`src/rtl/mem_arbiter_pkg.sv`:
```
// mem_arbiter_pkg: state encodings and shared constants for the memory-port arbiter
package mem_arbiter_pkg;
  typedef enum logic [2:0] {ARB_IDLE, ARB_IF, ARB_LD, ARB_ST, ARB_DRAIN} arb_state_e;
  localparam logic TRUE = 1'b1;
  localparam logic FALSE = 1'b0;
  localparam logic [31:0] ZERO = 32'h0;
  localparam logic READ = 1'b0;
  localparam logic WRITE = 1'b1;
endpackage

```
`src/rtl/mem_arbiter.sv`:
```
// mem_arbiter: shares one memory-controller port between instruction fetch and load/store
module mem_arbiter
  import mem_arbiter_pkg::*;
#(
  parameter int STARVE_LIMIT = 4,
  parameter int CNT_W = 3
) (
  input  logic        clk,
  input  logic        rst,
  input  logic        flush,
  input  logic        if_req,
  input  logic [31:0] if_addr,
  output logic        if_valid_o,
  output logic [31:0] if_inst_o,
  output logic [31:0] if_pc_o,
  input  logic        ls_req,
  input  logic        ls_we,
  input  logic [31:0] ls_addr,
  input  logic [31:0] ls_wdata,
  output logic        ls_done_o,
  output logic [31:0] ls_rdata_o,
  output logic        inst_req,
  output logic [31:0] inst_addr_o,
  output logic        ram_r_req,
  output logic        ram_w_req,
  output logic [31:0] ram_addr_o,
  output logic [31:0] ram_w_data_o,
  input  logic        inst_done_i,
  input  logic [31:0] inst_i,
  input  logic [31:0] inst_pc_i,
  input  logic        ram_done_i,
  input  logic [31:0] ram_r_data_i
);
  arb_state_e state_q, state_d;
  logic [CNT_W-1:0] starve_q, starve_d;
  logic [31:0] iaddr_q, iaddr_d, raddr_q, raddr_d, wdata_q, wdata_d;
  logic [31:0] if_inst_q, if_inst_d, if_pc_q, if_pc_d, ls_rdata_q, ls_rdata_d;
  logic if_valid_q, if_valid_d, ls_done_q, ls_done_d;
  logic fetch_ok, starved, grant_if, grant_ls, in_ram;
  always_comb begin
    fetch_ok = if_req && !flush;
    starved = starve_q == CNT_W'(STARVE_LIMIT);
    grant_if = state_q == ARB_IDLE && fetch_ok && (starved || !ls_req);
    grant_ls = state_q == ARB_IDLE && ls_req && !grant_if;
    in_ram = state_q == ARB_LD || state_q == ARB_ST;
    state_d = state_q;
    case (state_q)
      ARB_IDLE:       state_d = grant_if ? ARB_IF : !grant_ls ? ARB_IDLE : ls_we == WRITE ? ARB_ST : ARB_LD;
      ARB_IF:         state_d = inst_done_i ? ARB_IDLE : flush ? ARB_DRAIN : ARB_IF;
      ARB_DRAIN:      state_d = inst_done_i ? ARB_IDLE : ARB_DRAIN;
      ARB_LD, ARB_ST: state_d = ram_done_i ? ARB_IDLE : state_q;
      default:        state_d = ARB_IDLE;
    endcase
    iaddr_d = grant_if ? if_addr : iaddr_q;
    raddr_d = grant_ls ? ls_addr : raddr_q;
    wdata_d = grant_ls ? ls_wdata : wdata_q;
    // a flush landing on the done cycle still discards the fetched word
    if_valid_d = state_q == ARB_IF && inst_done_i && !flush;
    if_inst_d = if_valid_d ? inst_i : if_inst_q;
    if_pc_d = if_valid_d ? inst_pc_i : if_pc_q;
    ls_done_d = in_ram && ram_done_i;
    ls_rdata_d = state_q == ARB_LD && ram_done_i ? ram_r_data_i : ls_rdata_q;
    starve_d = flush || grant_if ? '0 : grant_ls && if_req && !starved ? starve_q + 1'b1 : starve_q;
  end
  always_ff @(posedge clk) begin
    if (rst) begin
      state_q <= ARB_IDLE;
      starve_q <= '0;
      iaddr_q <= ZERO;
      raddr_q <= ZERO;
      wdata_q <= ZERO;
      if_inst_q <= ZERO;
      if_pc_q <= ZERO;
      ls_rdata_q <= ZERO;
      if_valid_q <= FALSE;
      ls_done_q <= FALSE;
    end else begin
      state_q <= state_d;
      starve_q <= starve_d;
      iaddr_q <= iaddr_d;
      raddr_q <= raddr_d;
      wdata_q <= wdata_d;
      if_inst_q <= if_inst_d;
      if_pc_q <= if_pc_d;
      ls_rdata_q <= ls_rdata_d;
      if_valid_q <= if_valid_d;
      ls_done_q <= ls_done_d;
    end
  end
  // request lines drop on the done cycle so the controller never sees a second request
  assign inst_req = (state_q == ARB_IF || state_q == ARB_DRAIN) && !inst_done_i;
  assign ram_r_req = state_q == ARB_LD && !ram_done_i;
  assign ram_w_req = state_q == ARB_ST && !ram_done_i;
  assign inst_addr_o = iaddr_q;
  assign ram_addr_o = raddr_q;
  assign ram_w_data_o = wdata_q;
  assign if_valid_o = if_valid_q;
  assign if_inst_o = if_inst_q;
  assign if_pc_o = if_pc_q;
  assign ls_done_o = ls_done_q;
  assign ls_rdata_o = ls_rdata_q;
endmodule

```
`config.mk`:
```
export PLATFORM = sky130hd
export DESIGN_NAME = mem_arbiter
export DESIGN_NICKNAME = d
export VERILOG_FILES = /design/src/rtl/mem_arbiter_pkg.sv /design/src/rtl/mem_arbiter.sv
export SDC_FILE = /design/constraint.sdc
export NUM_CORES = 1
export LEC_CHECK = 0
export BUFFER_PORTS_ARGS = -buffer_cell sky130_fd_sc_hd__buf_2
export CORE_UTILIZATION = 30
export DETAILED_ROUTE_END_ITERATION = 8
export PLACE_DENSITY = 0.58
export SLEW_MARGIN = 25
export SYNTH_ARGS = -nofsm -noshare
export SYNTH_HDL_FRONTEND = slang
export SYNTH_SLANG_ARGS = --single-unit
```
`constraint.sdc`:
```
create_clock -name clk -period 2.7 [get_ports clk]
set_input_delay 0.54 -clock clk [delete_from_list [all_inputs] [get_ports clk]]
set_output_delay 0.54 -clock clk [all_outputs]
set_load 0.05 [all_outputs]
```
======== Yosys cells after proc, flatten, opt, wreduce, memory -nomap -nowiden ========
Index checks and enable logic that the tools add are counted.
storage, ports and cells
  register bits after elaboration ......... 200
  bits of input ports ..................... 200
  output and inout bits ................... 197
  word-level logic and storage cells ...... 52
cells by class
  $add $sub $neg .......................... 1
  eq/ne operators ......................... 6
  muxes and demuxes ....................... 8
  reductions and logical operators ........ 27
operator list
  cell                   count
  $logic_and A1 B1 Y1    14
  $mux W3                4
  $pmux W3 S4            1
  $eq A3 B2 Y1 const B   2
  $eq A3 B3 Y1 const B   2
  $logic_not A1 Y1       6
  $logic_or A1 B1 Y1     4
  $mux W2                2
  $reduce_or A2 Y1       2
  $add A3 B1 Y3 const B  1
  $eq A3 B1 Y1 const B   1
  $logic_not A3 Y1       1
  $ne A2 B2 Y1 const B   1
  $mux W1                1

======== Longest topological paths before layout ========
  depth in word-level cells ............... 9
  depth in mapped cells ................... 7
  depth with buffers taken out ............ 5

======== Worst setup path after synthesis ========
No wires, ideal clock.
  path type ............................... input-to-output
  start ................................... in ram_done_i
  end ..................................... out ram_r_req
  arrival time ............................ 1764 ps
  data required time ...................... 2160 ps
  path slack .............................. 396 ps
  cell stages on the path ................. 2
  buffers on the path ..................... 0
  path through ............................ nand2b_1 nor3_1
on the way
  cells in the longest elaborated chain, start to end .. 2
RTL lines
  item                 line               text
  from (decl)          mem_arbiter.sv:31  input logic ram_done_i,
  $logic_not A1 Y1     mem_arbiter.sv:92  assign ram_r_req = state_q == ARB_LD && !ram_done_i;
  $logic_and A1 B1 Y1  mem_arbiter.sv:92
  to (decl)            mem_arbiter.sv:24  output logic ram_r_req,
No other way between the ends.

======== Final worst setup path ========
  start ................................... reg state_q[0]
  end ..................................... out inst_req
on the way
  cells in the longest elaborated chain, start to end .. 3
  elaborated cells between the ends (all ways) .. 4
  classes of those cells .................. eq/ne (2); reduce/logical (2)
RTL lines
  item                                                 line               text
  from (decl)                                          mem_arbiter.sv:34  arb_state_e state_q, state_d;
  from (signal assigned)                               mem_arbiter.sv:78  state_q <= state_d;
  $eq A3 B1 Y1 / $eq A3 B3 Y1 (equally long branches)  mem_arbiter.sv:91  assign inst_req = (state_q == ARB_IF || state_q == ARB_DRAIN) && !inst_done_i;
  $logic_or A1 B1 Y1 (*)                               mem_arbiter.sv:91
  $logic_and A1 B1 Y1 (*)                              mem_arbiter.sv:91
  to (decl)                                            mem_arbiter.sv:22  output logic inst_req,
Mark *: on every way between the ends. The rest lies on a longest branch, timed or not.

==> metrics.md <==
| Metric | Value |
|---|---|
| Period minus WS final | 2253 ps |
| Synth Area in Compound Gates | 19.96% |
| Max Slew Vio Count | 0 |
| Clk sinks | 200 |
| Post-route cell area | 0.01052 sq mm |
| DRT iter0 DRCs | 608 |
| Rows | 58 |
| Diodes inserted | 0 |
| Starting density of the core | 30.53% |
| Asr flop ratio synth | 0% |
| Vias | 7829 |
| Peak supply drop | 0.0003249 V |
| # DRC | 0 |
| Post-synthesis register bit count | 200 |
| Max Buffers Root-to-Sink | 2 |
| Post-synth EDFFs | 0 |
| FF+latch area | 0.004004 sq mm |
| CP required | 2160 ps |
| Multi-input logic area | 0.003252 sq mm |
| WP data arrival | 1710 ps |
| Netlist cell types | 34 |
| Cts hold-fix bufs | 0 |
| Final worst-path cycle share | 83.45% |
| CTS resizes | 0 |
| Worst skew pair latency | 430 ps |
| Synth cell count leaders | 200 x dfxtp_1, 166 x a21oi_1, 129 x nand2_1 |
| Biggest area consumer among synthesized cells | dfxtp_1 |
| Peak Freq | 443.8 MHz |
| Routed WL per cell | 15.68 um |
| Largest family of logic cells by synthesized area | compound AO/OA/AOI/OAI gates |
| Placer congestion estimate | 0.7901 |
| Die ar. | 0.02619 sq mm |
| Std-Cell Core Area | 0.02511 sq mm |
| Final HPWL DP | 16910 um |
| Vias in the first global route | 7162 |
| Die Ht | 161.8 um |
| Outcome | finished, final reports clean |
| H-tree depth | 4 |
| P&R area growth vs syn | 37.23% |
| Max_cap viols | 0 |
| Mux cell area share after synthesis | 4.179% |
| Nature of the critical path startpoint | flop |
| Post-DRT Antenna Nets | 0 |
| Syn_nets | 1124 |
| Clock transition at the registers of the reported paths | 80 ps |
| WL final | 25170 um |
| GRT Resource Usage Total | 18.25% |
| Synthesized area | 0.007665 sq mm |
| Die W | 161.8 um |
| Pre-Repair DR Iteration Count | 4 |
| Port bufs | 396 |
| Crit Path Max Fanout | 11 |
| Unrepaired setup endpoints after global routing | false |
| Crit Path Category | reg -> out |
| CTS tree | built |
| CP Capture Type | output pin |
| Synthesized-area fraction occupied by adder cells | 0.3265% |
| Hold Slack | 340.7 ps |
| Share of layout cells above drive strength 1 | 35.92% |
| Post-Synth XOR/XNOR Area | 0.1143% |
| CTS root buf | clkbuf_16 |
| # fillers | 2647 |
| Simple-gate share of the synthesized area | 17.43% |
| Post-CTS Setup Repair Bufs | 0 |
| Final setup viols | 0 |
| Worst Clk Skew | 14.24 ps |
| Total CTS buffers | 17 |
| Initial antenna violation count | 0 |
| HP Class | in -> reg |
| Setup_tns | 0 ps |
| Rel. slew slack | 52.97% |
| Total grt overflow | 0 |
| Worst Tran Pin Value | 705.4 ps |
| Synth top area share | 52.24% |
| Power Dens Cells | 643.3 mW/mm^2 |
| Dominant synthesized flop cell | dfxtp_1 |
| Final #Nets | 1464 |
| Syn Area/Cell | 8.313 sq um |
| Top cells by area, synth | dfxtp_1 52%, a21oi_1 11%, nand3_1 8.4% |
| Cell Area, Placed | 0.009950 sq mm |
| First-pass GRT wire length | 38420 um |
| P_leak | 0.004626 uW |
| I/O pin cnt | 397 |
| Vias per cell | 4.878 |
| Final Power | 6767 uW |
| Synth warn | 0 |
| Register area share after synthesis | 52.24% |
| Count leader, synth | dfxtp_1 |
| Final hold vios | 0 |
| Largest net degree at the start of global routing | 68 |
| Post-Synthesis Cells | 922 |
[cell families (layout without fill, tap and decap cells)]
family,after synthesis,in the layout
simple gates,283,283
fa+ha+maj,2,2
mux,32,32
compound gates,302,302
xor+xnor,1,1
flops,200,200
buf+inv,102,455
[critical path, stage by stage, from the launching register on]
cell	delay (ps)
dfxtp_1	610
xnor2_1	110
nor3_1	220
buf_2	350
[metrics by stage]
step,std cells,util (%),worst slack [ps]
floorplan,922,-,395.8
global route,1605,41.89,307.4
global placement,1573,39.63,533.2
detailed placement,1573,39.63,491.0
finish,1605,41.89,446.9
CTS,1605,41.89,392.3
[power by group]
| part | internal [uW] | switching (uW) | total [uW] |
|---|---|---|---|
| clock network | 1230 | 1280 | 2510 |
| registers | 3070 | 59.6 | 3130 |
| logic | 330 | 805 | 1140 |
| total | 4630 | 2140 | 6770 |
[path summary, 6_finish.rpt]
check | startpoint | endpoint | slack [ps] | depth (start not counted)
max | state_q[0] | inst_req | 450 | 3
min | ram_r_data_i[17] | ls_rdata_o[17] | 340 | 3
max reg2reg | state_q[0] | ram_w_data_o[14] | 570 | 4
min reg2reg | ls_rdata_o[29] | ls_rdata_o[29] | 450 | 2
[layout make-up]
cell class	count	share of cell area [%]
inverter	5	0.1784
multi-input combinational	620	30.91
sequential	200	38.06
tap	330	3.925
timing repair buffer	418	21.51
clock buffer	18	4.080
clock inverter	14	1.332
[state kept, by name, indices dropped and copies added, names as in the netlist]
| signal | count |
|---|---|
| if_inst_o | 32 |
| state_q | 3 |
| if_pc_o | 32 |
| ram_addr_o | 32 |
| starve_q | 3 |
| ls_done_o | 1 |
| ls_rdata_o | 32 |
| ram_w_data_o | 32 |
| if_valid_o | 1 |
| inst_addr_o | 32 |
[routing by layer]
metal,part of all wire [%],wire length (um),global-route usage (%)
met1,43,10750,22.28
met2,48,11990,30.32
met3,7.9,2000,5.439
met4,1.7,428,6.475
met5,0,0,0
[cells in the final DEF (no fill, tap or decap), types with 2 or more instances in the layout]
master	Yosys	final
buf_2	22	395
inv_1	5	4
clkinv_8	0	3
clkinv_2	0	2
o21ai_1	9	9
ha_1	2	2
buf_12	0	9
nand2_1	129	129
o31ai_1	2	2
nor4bb_1	3	2
nand3_1	128	128
a21oi_1	166	166
or3_1	4	4
dfxtp_1	200	200
clkinv_4	0	3
mux2i_1	32	32
or4b_2	0	2
nor3_1	3	3
clkbuf_16	0	17
buf_4	0	14
o21ai_0	121	121
nand2b_1	2	2
nor2_1	3	3
inv_6	0	5
(Power assumes the default switching activity.)
